`config.mk`:
```
export PLATFORM = sky130hd
export DESIGN_NAME = ifns_tx_packer_flat
export DESIGN_NICKNAME = d
export VERILOG_FILES = /design/src/rtl/ifns_tx_packer_if.sv /design/src/rtl/ifns_tx_packer.sv /design/src/flat_wrapper.sv
export SDC_FILE = /design/constraint.sdc
export NUM_CORES = 1
export LEC_CHECK = 0
export CAP_MARGIN = 20
export CORE_MARGIN = 3
export CORE_UTILIZATION = 40
export DETAILED_ROUTE_END_ITERATION = 8
export PLACE_DENSITY = 0.63
export SETUP_SLACK_MARGIN = 0.3
export SYNTH_ARGS = -nofsm -noshare
export SYNTH_HDL_FRONTEND = slang
export SYNTH_SLANG_ARGS = --single-unit
```
`constraint.sdc`:
```
create_clock -name clock -period 2.4 [get_ports clock]
set_input_delay 0.48 -clock clock [delete_from_list [all_inputs] [get_ports clock]]
set_output_delay 0.48 -clock clock [all_outputs]
set_load 0.01 [all_outputs]
```
`src/rtl/ifns_tx_packer_if.sv`:
```
// ---------------------------------------------------------------------------
// ifns_tx_packer_if
//  Bundles the word-stream input and the chunk-stream output of the IFNS
//  transmit packer.
//  Modports:
//    master : stream source / encoder side (drives din*, observes the rest)
//    slave  : the packer itself
//  Signals:
//    din, din_valid, din_last  input word, its valid, end-of-frame marker
//    din_ready                 packer can take din this cycle
//    dataout, dout_valid       chunk to the encoder and its strobe
//    dout_last, pad_bits       last-chunk flag and its zero-pad count
// ---------------------------------------------------------------------------
interface ifns_tx_packer_if #(
   parameter int DIN_W  = 32,
   parameter int DOUT_W = 15
);
   localparam int PAD_W = $clog2(DOUT_W + 1);

   logic [DIN_W-1:0]  din;
   logic              din_valid;
   logic              din_last;
   logic              din_ready;
   logic [DOUT_W-1:0] dataout;
   logic              dout_valid;
   logic              dout_last;
   logic [PAD_W-1:0]  pad_bits;

   modport master (
      output din, din_valid, din_last,
      input  din_ready, dataout, dout_valid, dout_last, pad_bits
   );

   modport slave (
      input  din, din_valid, din_last,
      output din_ready, dataout, dout_valid, dout_last, pad_bits
   );
endinterface

```
`src/rtl/ifns_tx_packer.sv`:
```
// ---------------------------------------------------------------------------
// ifns_tx_packer
//  Upstream feeder for the 21-wire IFNS encoder. Accepts DIN_W-bit words over
//  valid/ready, repacks them LSB-first into DOUT_W-bit chunks (one per clock),
//  and at frame end flushes the residue as a zero-padded, flagged chunk.
//  Ports:
//    clock  rising-edge clock
//    rst_n  asynchronous active-low reset
//    bus    ifns_tx_packer_if.slave (din/din_valid/din_last/din_ready in,
//           dataout/dout_valid/dout_last/pad_bits out, all outputs registered
//           except din_ready, which is combinational from state)
//  Configuration macro:
//    IFNS_PACK_HOLD_IDLE_EN  defined   -> dataout holds last chunk when idle
//                            undefined -> dataout is zero when idle
// ---------------------------------------------------------------------------
module ifns_tx_packer #(
   parameter int DIN_W  = 32,
   parameter int DOUT_W = 15
) (
   input  logic               clock,
   input  logic               rst_n,
   ifns_tx_packer_if.slave    bus
);
   localparam int ACC_W = DIN_W + DOUT_W - 1;
   localparam int CNT_W = $clog2(DIN_W + DOUT_W);
   localparam int PAD_W = $clog2(DOUT_W + 1);

   typedef enum logic {RUN, FLUSH} state_e;

   state_e            state_q, state_d;
   logic [ACC_W-1:0]  acc_q, acc_d;
   logic [CNT_W-1:0]  cnt_q, cnt_d;
   logic [DOUT_W-1:0] dataout_q, dataout_d;
   logic              dout_valid_q, dout_valid_d;
   logic              dout_last_q, dout_last_d;
   logic [PAD_W-1:0]  pad_bits_q, pad_bits_d;

   logic              din_ready;
   logic              accept;
   logic [DOUT_W-1:0] tail_mask;

   // Accept only while fewer than a chunk's worth of bits is held: this is
   // what makes accept and emit mutually exclusive in any cycle.
   assign din_ready = (state_q == RUN) && (cnt_q < CNT_W'(DOUT_W));
   assign accept    = bus.din_valid && din_ready;
   assign tail_mask = ~({DOUT_W{1'b1}} << cnt_q);

   // NOTE: every always_comb output gets a default first so no path leaves a
   // signal unassigned, which would infer a latch.
   always_comb begin
      state_d      = state_q;
      acc_d        = acc_q;
      cnt_d        = cnt_q;
      dout_valid_d = 1'b0;
      dout_last_d  = 1'b0;
      pad_bits_d   = '0;
`ifdef IFNS_PACK_HOLD_IDLE_EN
      dataout_d    = dataout_q;
`else
      dataout_d    = '0;
`endif

      if (accept) begin
         // Fits: cnt_q < DOUT_W, so the shifted word stays inside ACC_W bits.
         acc_d = acc_q | (ACC_W'(bus.din) << cnt_q);
         cnt_d = cnt_q + CNT_W'(DIN_W);
         if (bus.din_last) state_d = FLUSH;
      end else if (cnt_q >= CNT_W'(DOUT_W)) begin
         dataout_d    = acc_q[DOUT_W-1:0];
         dout_valid_d = 1'b1;
         acc_d        = acc_q >> DOUT_W;
         cnt_d        = cnt_q - CNT_W'(DOUT_W);
         // A full chunk that empties the accumulator closes the frame.
         if ((state_q == FLUSH) && (cnt_d == '0)) begin
            dout_last_d = 1'b1;
            state_d     = RUN;
         end
      end else if (state_q == FLUSH) begin
         if (cnt_q != '0) begin
            dataout_d    = acc_q[DOUT_W-1:0] & tail_mask;
            dout_valid_d = 1'b1;
            dout_last_d  = 1'b1;
            pad_bits_d   = PAD_W'(DOUT_W) - PAD_W'(cnt_q);
         end
         acc_d   = '0;
         cnt_d   = '0;
         state_d = RUN;
      end
   end

   // NOTE: state updates use non-blocking assignments so every flop samples
   // the pre-edge values; the reset clears the whole accumulator so a frame
   // cut short by reset cannot leak stale bits into the next one.
   always_ff @(posedge clock or negedge rst_n) begin
      if (!rst_n) begin
         state_q      <= RUN;
         acc_q        <= '0;
         cnt_q        <= '0;
         dataout_q    <= '0;
         dout_valid_q <= 1'b0;
         dout_last_q  <= 1'b0;
         pad_bits_q   <= '0;
      end else begin
         state_q      <= state_d;
         acc_q        <= acc_d;
         cnt_q        <= cnt_d;
         dataout_q    <= dataout_d;
         dout_valid_q <= dout_valid_d;
         dout_last_q  <= dout_last_d;
         pad_bits_q   <= pad_bits_d;
      end
   end

   assign bus.din_ready  = din_ready;
   assign bus.dataout    = dataout_q;
   assign bus.dout_valid = dout_valid_q;
   assign bus.dout_last  = dout_last_q;
   assign bus.pad_bits   = pad_bits_q;

endmodule

```
`src/flat_wrapper.sv`:
```
// flat-port wrapper written by rule: the top's interface ports become plain ports
module ifns_tx_packer_flat 
#(
   parameter int DIN_W  = 32,
   parameter int DOUT_W = 15
)
  (clock, rst_n, bus_din, bus_din_valid, bus_din_last, bus_din_ready, bus_dataout, bus_dout_valid, bus_dout_last, bus_pad_bits);
  ifns_tx_packer_if #(.DIN_W(DIN_W), .DOUT_W(DOUT_W)) bus_i ();
  input  logic clock;
  input  logic rst_n;
  input wire logic [$bits(bus_i.din)-1:0] bus_din;
  input wire logic [$bits(bus_i.din_valid)-1:0] bus_din_valid;
  input wire logic [$bits(bus_i.din_last)-1:0] bus_din_last;
  output wire logic [$bits(bus_i.din_ready)-1:0] bus_din_ready;
  output wire logic [$bits(bus_i.dataout)-1:0] bus_dataout;
  output wire logic [$bits(bus_i.dout_valid)-1:0] bus_dout_valid;
  output wire logic [$bits(bus_i.dout_last)-1:0] bus_dout_last;
  output wire logic [$bits(bus_i.pad_bits)-1:0] bus_pad_bits;
  assign bus_i.din = bus_din;
  assign bus_i.din_valid = bus_din_valid;
  assign bus_i.din_last = bus_din_last;
  assign bus_din_ready = bus_i.din_ready;
  assign bus_dataout = bus_i.dataout;
  assign bus_dout_valid = bus_i.dout_valid;
  assign bus_dout_last = bus_i.dout_last;
  assign bus_pad_bits = bus_i.pad_bits;
  ifns_tx_packer #(.DIN_W(DIN_W), .DOUT_W(DOUT_W)) u_core (.clock(clock), .rst_n(rst_n), .bus(bus_i));
endmodule
```
After elaboration in Yosys (flattened, before gate mapping)
Cells that the tools add are included.

Register bits after elaboration: 74. Word-level logic and storage cells: 52.

$add $sub $neg: 3. $lt $le $gt $ge: 2. Eq/ne operators: 2. Shift-type cells: 2. Mux-type cells: 25. Bitwise gates (word level): 4. Reductions and logical operators: 7.

Operators by type and width (count): 46-bit two-way mux (3); 15-bit two-way mux (4); 46-bit bitwise OR (1); 32-bit by 6-bit << shifter with 46-bit output (1); 6-bit two-way mux (3); 4-bit two-way mux (4); 15-bit AND (1); 15-bit NOT (1); 15-bit by 6-bit << shifter with 15-bit output (first input constant) (1); 1-bit two-way mux (11); 6-bit adder (second input constant) (1); 6-bit by 4-bit greater-or-equal comparator with 1-bit output (second input constant) (1); 6-bit zero test (1); 6-bit by 4-bit less-than comparator with 1-bit output (second input constant) (1); 6-bit nonzero test (1); 6-bit by 4-bit subtractor with 6-bit output (second input constant) (1); 4-bit subtractor (first input constant) (1); 1-bit logical AND (3); 3-bit by 2-bit != test with 1-bit output (second input constant) (1); 3-bit nonzero test (1); 2-bit != test (second input constant) (1); 2-bit AND reduction (1); 1-bit NOT (1).

Depth between registers and ports, before layout
Gate-level depths: netlist (run 1).

Word-level depth: 7. Mapped depth: 10. Gate-level depth less buffers: 7.

Least setup slack after synthesis (run 1)
Ideal clock, no wire load.

Path type: register to register. Start point: register u_core.cnt_q[0]. End point: register u_core.dataout_q[5], in the netlist u_core.bus.dataout[5]. Setup time: 0.120 ns. Arrival: 2.312 ns. Slack: -0.031 ns. Stages on the path, launching flop included: 10. Buffers on the path: 3. Clock period less this slack: 2.431 ns. Path through: dfrtp_1 clkbuf_1 inv_2 buf_1 clkbuf_1 ha_1 nand2_1 a21oi_1 inv_1 and3_1.

Longest elaborated chain between the ends: 7. Elaborated cells between the ends (all ways): 12. Classes of those cells: 2 x order compare; 1 x shift; 4 x mux; 2 x bitwise; 3 x reduce/logical.

RTL lines: start: declaration (RTL line ifns_tx_packer.sv:32) `logic [CNT_W-1:0] cnt_q, cnt_d;`; start signal: assignment (RTL line ifns_tx_packer.sv:106) `cnt_q <= cnt_d;`; 15-bit by 6-bit << shifter with 15-bit output (RTL line ifns_tx_packer.sv:46) `assign tail_mask = ~({DOUT_W{1'b1}} << cnt_q);`; 15-bit NOT (RTL line ifns_tx_packer.sv:46); 15-bit AND (RTL line ifns_tx_packer.sv:80) `dataout_d = acc_q[DOUT_W-1:0] & tail_mask;`; 15-bit two-way mux (RTL line ifns_tx_packer.sv:79) `if (cnt_q != '0) begin`; 15-bit two-way mux (RTL line ifns_tx_packer.sv:78) `end else if (state_q == FLUSH) begin`; 15-bit two-way mux (RTL line ifns_tx_packer.sv:68) `end else if (cnt_q >= CNT_W'(DOUT_W)) begin`; 15-bit two-way mux * (RTL line ifns_tx_packer.sv:63) `if (accept) begin`; named net u_core.dataout_d[5] (RTL line ifns_tx_packer.sv:33) `logic [DOUT_W-1:0] dataout_q, dataout_d;`; end signal: assignment (RTL line ifns_tx_packer.sv:107) `dataout_q <= dataout_d;`; end: declaration (RTL line ifns_tx_packer.sv:33).

Mark *: on every way through the listed nets, which the timed path passes. The rest lies on a longest branch. A chain may end at the register's enable or synchronous reset.

Worst setup path after layout (run 1)
Start point: register u_core.cnt_q[1]. End point: register u_core.acc_q[27].

Longest elaborated chain between the ends: 4. Elaborated cells between the ends (all ways): 9. Classes of those cells: 2 x order compare; 1 x shift; 2 x mux; 1 x bitwise; 3 x reduce/logical.

RTL lines: parallel branches: the longest is 4 deep, another holds 32-bit by 6-bit << shifter with 46-bit output; end signal: assignment (RTL line ifns_tx_packer.sv:97) `acc_q <= '0;`; end signal: assignment (RTL line ifns_tx_packer.sv:105) `acc_q <= acc_d;`; end: declaration (RTL line ifns_tx_packer.sv:31) `logic [ACC_W-1:0] acc_q, acc_d;`.

Parallel ways; which one is timed is not known.

==> results of run 1 <==
cell type report:
| type | instances | area share (%) |
|---|---|---|
| Multi-Input combinational cell | 414 | 45.74 |
| Sequential cell | 74 | 26.98 |
| Timing Repair Buffer | 131 | 19.12 |
| Clock buffer | 14 | 3.842 |
| Tap cell | 168 | 3.059 |
| Inverter | 9 | 0.7465 |
| Clock inverter | 2 | 0.5098 |
worst max-delay path, cell delays in order (launching register included):
cell,delay [ps]
dfrtp_2,480
buf_12,170
buf_4,110
mux4_2,500
mux4_2,460
a221o_1,330
power by group through the flow:
stage	combinational, µW	sequential, µW	clock, µW
3_3_place_gp	5820	2070	0
2_1_floorplan	3830	2020	0
4_1_cts	6250	2080	1370
6_report	6910	2100	1360
3_5_place_dp	5840	2080	0
5_1_grt	7390	2140	1420
routing by layer:
layer  up-vias  global-route usage, %
met5         -                      0
met4         0                  11.37
met3        46                  3.846
met2       307                  38.29
met1      2395                  34.34
li1       2221                      -
flip-flops by register name (all words and copies together), names as in the netlist:
name                   cells
u_core.bus.dataout        15
u_core.bus.dout_last       1
u_core.bus.dout_valid      1
u_core.acc_q              46
u_core.bus.pad_bits        4
u_core.cnt_q               6
u_core.state_q             1
synthesized netlist by cell type, types with 2 or more instances:
| master | number | share of area (%) |
|---|---|---|
| a211oi_1 | 6 | 0.88 |
| a21boi_0 | 2 | 0.29 |
| a21o_1 | 2 | 0.29 |
| a21oi_1 | 54 | 5.3 |
| a221o_1 | 3 | 0.59 |
| a221oi_1 | 3 | 0.51 |
| a22o_1 | 2 | 0.34 |
| a22oi_1 | 11 | 1.6 |
| a311oi_1 | 2 | 0.34 |
| a31oi_1 | 7 | 0.85 |
| and2_1 | 4 | 0.49 |
| and3_1 | 4 | 0.49 |
| buf_1 | 4 | 0.29 |
| buf_2 | 15 | 1.5 |
| buf_4 | 2 | 0.29 |
| clkbuf_1 | 25 | 1.8 |
| clkinv_1 | 2 | 0.15 |
| dfrtp_1 | 74 | 36 |
| ha_1 | 3 | 0.73 |
| inv_1 | 5 | 0.37 |
| inv_2 | 2 | 0.15 |
| mux2_2 | 22 | 4.8 |
| mux2i_1 | 26 | 5.1 |
| mux4_1 | 3 | 1.5 |
| mux4_2 | 24 | 11 |
| nand2_1 | 61 | 4.5 |
| nand2b_1 | 6 | 0.73 |
| nand3_1 | 8 | 0.78 |
| nand4_1 | 2 | 0.24 |
| nor2_1 | 41 | 3.0 |
| nor2b_1 | 4 | 0.49 |
| nor3_1 | 8 | 0.78 |
| nor3b_1 | 17 | 2.5 |
| o211a_1 | 2 | 0.39 |
| o211ai_1 | 5 | 0.73 |
| o21a_1 | 2 | 0.29 |
| o21ai_0 | 61 | 6.0 |
| o311a_1 | 2 | 0.39 |
| o31a_1 | 2 | 0.34 |
worst paths after layout:
check,slack (ps),endpoint,start
max,230,u_core.acc_q[27]$_DFFE_PN0N_,u_core.cnt_q[1]$_DFFE_PN0P_
min,160,u_core.acc_q[4]$_DFFE_PN0N_,rst_n
max reg2reg,230,u_core.acc_q[27]$_DFFE_PN0N_,u_core.cnt_q[1]$_DFFE_PN0P_
min reg2reg,480,u_core.acc_q[9]$_DFFE_PN0N_,u_core.acc_q[24]$_DFFE_PN0N_
max in group asynchronous,1670,u_core.acc_q[20]$_DFFE_PN0N_,rst_n
min in group clock,480,u_core.acc_q[9]$_DFFE_PN0N_,u_core.acc_q[24]$_DFFE_PN0N_
what timing repair did:
action | 4_1_cts | 5_1_grt
hold buffers | 0 | 0
resized for setup | 19 | 37
cloned | 3 | 2
setup buffers | 4 | 12
endpoints found under the setup margin | 16 | 50
pin swaps | 1 | 2
per-stage QoR:
stage	hold WS [ps]	total power, µW	cells
finish	157.5	10360	812
global placement	452.7	7883	775
CTS	167.9	9699	798
global route	202.3	10940	812
floorplan	184.4	5856	545
detailed placement	466.6	7921	775
cell families after synthesis:
family,share of synthesized area (%)
AOI/OAI and AO/OA,21.37
buffers and inverters,5.154
DFF,36.15
muxes,22.01
adders and majority gates,0.7329
and+or+nand+nor,14.58
==> results, run 1 <==
- The floorplan step defined a die boundary enclosing 14,200 µm².
- The met1 routed wirelength after detailed routing is roughly 7 mm.
- The logic depth of the worst register-to-register path is 5.
- The total length of routed met3 wires is 1.711 mm.
- The number of buffers created by CTS is 9.
- The final design utilization is a little under three fifths.
- Once detailed placement completed, the half-perimeter wirelength came to 12.37 mm.
- The worst relative slew slack is a little over half.
- The fraction of final layout cells sized beyond drive strength 1 is roughly a quarter.
- The via total after detailed routing is between 4k and 5k.
- Data on the critical path arrives at its endpoint at ~2400 ps.
- For this design the total switching power over the nets is between 4000 and 5000 µW.
- The repair_antennas step left the layout with diodes totalling 0.
- The startpoint type of the worst setup path is a flop.
- The final weighted congestion in routability-driven placement is 0.9372.
- The sum of met2 wire segment lengths after detailed routing is ~8.5 mm.
- The synthesized design contains 0 enable-type register cells.
- Of all nets on the critical path, the largest fanout is 9.
- The worst setup path is captured at a flop.
- The switching portion of total power is around 45%.
- Clock tree synthesis selected as its root buffer the cell clkbuf_16.
- The global-route wire length before repair is between 20 and 30 mm.
- The worst setup skew after layout is 9.925 ps.
- After the first detailed-routing iteration, the DRC count stood at around 480.
- CTS built an H-tree with a depth of 3.
- The most common library cell in the layout ignoring fill and taps is dfrtp_1.
- The hold violation total from the final report is 0.
- Wires add up to between 15 and 20 mm.
- After synthesis, the mean cell area works out to ~9.4 µm².
- The share of total power dissipated in sequential elements is 20.2%.
- Across the whole layout, storage elements account for ~1900 µm².
- The starting density of the core is around two fifths.
- Entering global routing, the biggest net connects between 40 and 50 pins.
- For this run the aggregate overflow at the end of global routing stands at 0.
- The combinational group share of total power is 66.7%.
- The count of nets left with antenna violations once routing finished came out at 0.
- Synthesis inferred 74 register bits.
- The post-synthesis cell area is 5122 µm².
- The worst endpoint required time is between 2000 and 3000 ps.
- The total power density per cell area is between 1500 and 2000 nW/µm².
- The post-CTS clock slew at the launch and capture registers of the worst setup and hold paths is about 60 ps.
- The total area inside the core boundary comes to 12,260 µm².
- For the pin with the worst max-slew slack, the measured transition is 707.3 ps.
- Summed over all cells, the static leakage comes to approximately 0.0028 µW.
- The number of global-route vias before repair is about 4.6k.
- The class of the most critical hold timing path is input port to async pin.
- In the layout the commonest cells are dfrtp_1, buf_4, nand2_1.
- After filler insertion, the fill cell instance count of the layout stands at roughly 1.1k.
- In the post-route analysis, the smallest setup slack over all paths is between 200 and 250 ps.
- In the routed layout, each cell is associated on average with a via count of between 6 and 7.
- The clock network is responsible for 13.1% of the overall power.
- At the placement stage, the worst setup path has a slack of -113.8 ps.
- For this run, the number of Yosys warnings is 0.
- The max-slew violation count is 0.
- The number of nets in the synthesized netlist is 584.
- CTS saw 74 sinks.
- Max-cap violations in this run came to 0.
- The type of the worst setup path is flop to flop.
- The dominant synthesized flop cell is dfrtp_1.
- Synthesis instantiated 56 different standard cells from the library.
- Counting every instance in the synthesized netlist gives between 500 and 600.
- The period utilization is between 90% and 100%.
- VDD sags by at most between 500 and 600 µV.
- After layout, the minimum clock period comes to around 2200 ps.
- The achievable frequency is approximately 460 MHz.
- After detailed routing, the number of remaining DRC violations is 0.
- The share of the Yosys chip area taken by registers is 36.15%.
- The routed length per instance is 22.22 µm.
- The later-pin clock latency in the skew report is 340 ps.
- The flow ran to the end, and the final reports show no timing, DRC or antenna violations.
- The horizontal extent of the die is between 100 and 150 µm.
- Summed over all failing endpoints, the final setup total negative slack is 0 ps.
- Setup repair after global routing could not meet its margin everywhere.
- The die is 119.2 µm tall.
- The total I/O pin count is a little under 60.
- The first-pass iteration count of the detailed router is 5.
- Row generation in the floorplan step produced 40 rows.
- The number of input and output port buffers inserted is between 50 and 60.
- The maximum buffer depth of the clock tree is 2.
- The total of endpoints with negative setup slack in the final report is 0.
- At the end of the flow, the number of nets in the layout was 678.
- The post-synthesis async set-or-reset flop share is 100.0%.
- The number of antenna violations at the first check in global routing was 0.
- The internal power is between 5000 and 6000 µW.
- The instance area at placement is between 6000 and 7000 µm².
- The area growth from synthesis to final layout is 34.15%.
- The CTS tree is built.
- The detailed router used layers up to and including met4.
- The global routing usage summed across all routing layers is 24.80%.
- After routing the design area is 6872 µm².
- Summing all multi-input logic gate instances after layout gives about 3100 µm².
Note: power is estimated with default switching activity, not from simulation.
==> run 2, diff against run 1 <==
CORE_MARGIN = not set   (was 3)
==> run 2 against run 1 <==
Core utilization is 0.28 points higher. Critical endpoint unchanged. Non-clock buffer count stayed put. Via count hardly changed. Clock-buffer cell count stayed put.
==> results, run 2 (synthesized netlist as in run 1, its figures left out) <==
- The flow ran to the end, and the final reports show no timing, DRC or antenna violations.
- The number of rows created at floorplan is 40 (unchanged).
- The cell that appears most often on the critical path is mux4_2.
- The worst endpoint required time came to 2620 ps (about the same).
- The max-slew violation count is 0 (unchanged).
- The maximum buffer depth of the clock tree is 2 (unchanged).
- The number of antenna violations at the first check in global routing is 0 (unchanged).
- The worst hold margin is 165.0 ps (+7.455 ps).
- The register bank with the most flops is u_core.acc_q.
- The number of buffers created by CTS came to 9 (unchanged).
- The pin count of the biggest net entering global routing is 49 (+8.9%).
- The critical path goes through buf_12 -> mux4_2 -> mux4_2 -> a221o_1.
- The path class of the tightest hold or removal check is input port to async pin.
- The worst slack at placement is -96.30 ps (+17.49 ps).
- The CTS H-tree depth is 3 (unchanged).
- The total of endpoints with negative setup slack in the final report was 0 (unchanged).
- The post-route DRC violation count is 0 (unchanged).
- The hold violation total from the final report came to 0 (unchanged).
- The summed negative setup slack over all endpoints was 0 ps (unchanged).
- The horizontal extent of the die is 115.2 µm (-3.4%).
- The remaining global-route overflow is 0 (unchanged).
- The cell type of the slowest stage on the worst timing path is mux4_2.
- The clock group share of total power is 13.0% (about the same).
- The overall die area was 13,260 µm² (-6.6%).
- The post-route cell area is 6905 µm² (+0.49%).
- The first-pass iteration count of the detailed router is 5 (unchanged).
- The final weighted congestion in routability-driven placement is 0.9206 (-1.8%).
- The reported max-cap violation count is 0 (unchanged).
- The instance area at placement is 6185 µm² (+0.96%).
- The total I/O pin count is 58 (unchanged).
- The post-CTS clock slew at the launch and capture registers of the worst setup and hold paths is 60 ps (about the same).
- The aggregate routed wire length came to 18.00 mm (-0.22%).
- The top fanout value on the critical path is 11 (+2).
- The worst relative slew slack is 58.68% (+6.5 points).
- The number of diodes added for antenna fixing is 0 (unchanged).
- The routed length per instance is 22.17 µm (-0.22%).
- The clock period minus worst slack came to 2156 ps (-14.48 ps).
- The later-pin clock latency in the skew report is 340 ps (about the same).
- The combinational group share of total power is 66.8% (about the same).
- The core area is 12,260 µm² (unchanged).
- The final design utilization is 56.32% (+0.28 points).
- The cell family contributing the most delay on the critical path is multiplexers.
- The worst setup skew after layout is 7.408 ps (-2.517 ps).
- STA classifies the critical path startpoint as a flop.
- The sequential share of power is 20.2% (about the same).
- The global-route wire length before repair is 27.95 mm (+3.0%).
- The number of clock sinks was 74 (unchanged).
- By startpoint and endpoint, the worst setup path is classified as flop to flop.
- The global routing usage summed across all routing layers was 28.59% (+3.8 points).
- The DRC marker count from the first detailed-route iteration came to 452 (-5.4%).
- The most common library cell in the layout ignoring fill and taps is dfrtp_1.
- The static leakage is 0.002845 µW (+0.70%).
- The period utilization is 89.81% (-0.60 points).
- The delay contributed by the slowest stage of the critical path came to 560 ps (+60 ps).
- Setup repair after global routing could not meet its margin everywhere.
- In the layout the commonest cells are dfrtp_1, nand2_1, buf_4.
- Compared with the post-synthesis result, the final layout area differs by 34.81%.
- The worst vdd rail ir drop is 613.9 µV (+14%).
- The tree is rooted in a clkbuf_16.
- The total power density per cell area is 1507 nW/µm² (about the same).
- The total half-perimeter wirelength after legalization and detailed placement was 12.52 mm (+1.2%).
- The number of global-route vias before repair was 4,860 (+5.2%).
- The net switching power is 4611 µW (-0.20%).
- The count of nets left with antenna violations after detail routing is 0 (unchanged).
- The switching portion of total power is 44.32% (-0.28 points).
- TritonCTS built the clock tree.
- The count of buffering cells on the critical path with inverters included is 1 (-1).
- The starting density of the core is 41.78% (unchanged).
- The flip-flop count of the largest register, all copies and words added is 46 (unchanged).
- The fraction of final layout cells sized beyond drive strength 1 is 27.33% (+1.1 points).
- The detail-routed via count per cell is 6.123 (about the same).
- The vertical extent of the die came to 115.2 µm (-3.4%).
- The arrival time at the worst endpoint is 2380 ps (about the same).
- The worst-margin pin slew is 617.6 ps (-89.73 ps).
- The critical path endpoint category is a flop.
- The internal power was 5793 µW (+0.94%).
- The via total after detailed routing is 4,972 (+0.060%).
- The number of input and output port buffers inserted was 57 (unchanged).
- The final worst slack is 244.5 ps (+14.48 ps).
- The post-layout net count is 678 (unchanged).
- The achievable frequency is 463.9 MHz (+0.67%).
[run 2: cell count changes in the layout (fill, tap and decap cells not counted), moves of 3 or more]
cell and change:
buf_12 +5, mux2i_1 -4, mux2i_2 +4, o21ai_0 -4, o21ai_1 +3
[run 2: final cells by class]
cell class	count	area, µm²
multi-input combinational	414	3153
tap	168	210.2
sequential	74	1856
timing repair buffer	131	1345
clock inverter	2	35.03
clock buffer	14	264.0
fill	1130	5356
inverter	9	42.54
[run 2: worst paths after layout]
path                       slack [ps]  cells past startpoint                                to                          from
max in group asynchronous        1660                      2       u_core.cnt_q[1]$_DFFE_PN0P_                         rst_n
hold reg to reg                   490                      2  u_core.bus.dataout[12]$_DFF_PN0_  u_core.acc_q[12]$_DFFE_PN0N_
hold / removal                    160                      1       u_core.cnt_q[4]$_DFFE_PN0P_                         rst_n
setup reg to reg                  240                      4      u_core.acc_q[27]$_DFFE_PN0N_   u_core.cnt_q[1]$_DFFE_PN0P_
min in group clock                490                      2  u_core.bus.dataout[12]$_DFF_PN0_  u_core.acc_q[12]$_DFFE_PN0N_
setup / recovery                  240                      4      u_core.acc_q[27]$_DFFE_PN0N_   u_core.cnt_q[1]$_DFFE_PN0P_
[run 2: layer usage]
layer  track usage (%)  share of wire (%)
met4             16.28                4.0
met1             38.28                 42
met2             43.94                 46
met3             4.902                8.1
met5                 0                  0
[run 2: worst register-to-register path, cell delays in order (launching register included)]
cell,delay (ps)
dfrtp_2,460
buf_12,190
mux4_2,570
mux4_2,490
a221o_1,340
[run 2: power by group through the flow]
stage / Combinational, µW / Sequential (µW) / Clock [µW]
2_1_floorplan: 3830 / 2020 / 0
3_3_place_gp: 5880 / 2060 / 0
3_5_place_dp: 5930 / 2070 / 0
4_1_cts: 6310 / 2080 / 1370
5_1_grt: 7400 / 2140 / 1430
6_report: 6950 / 2100 / 1350
[run 2: stage by stage]
stage,cells,total power (µW)
6_report,812,10400
5_1_grt,812,10970
4_1_cts,803,9766
2_1_floorplan,545,5856
3_5_place_dp,781,8000
3_3_place_gp,781,7938
[run 2: timing repair]
item,CTS,global route
gates cloned,3,2
endpoints found under the setup margin,17,35
buffers inserted,3,7
hold buffers,0,0
pin swaps,1,8
hold endpoints to repair,0,0
resized for setup,23,40
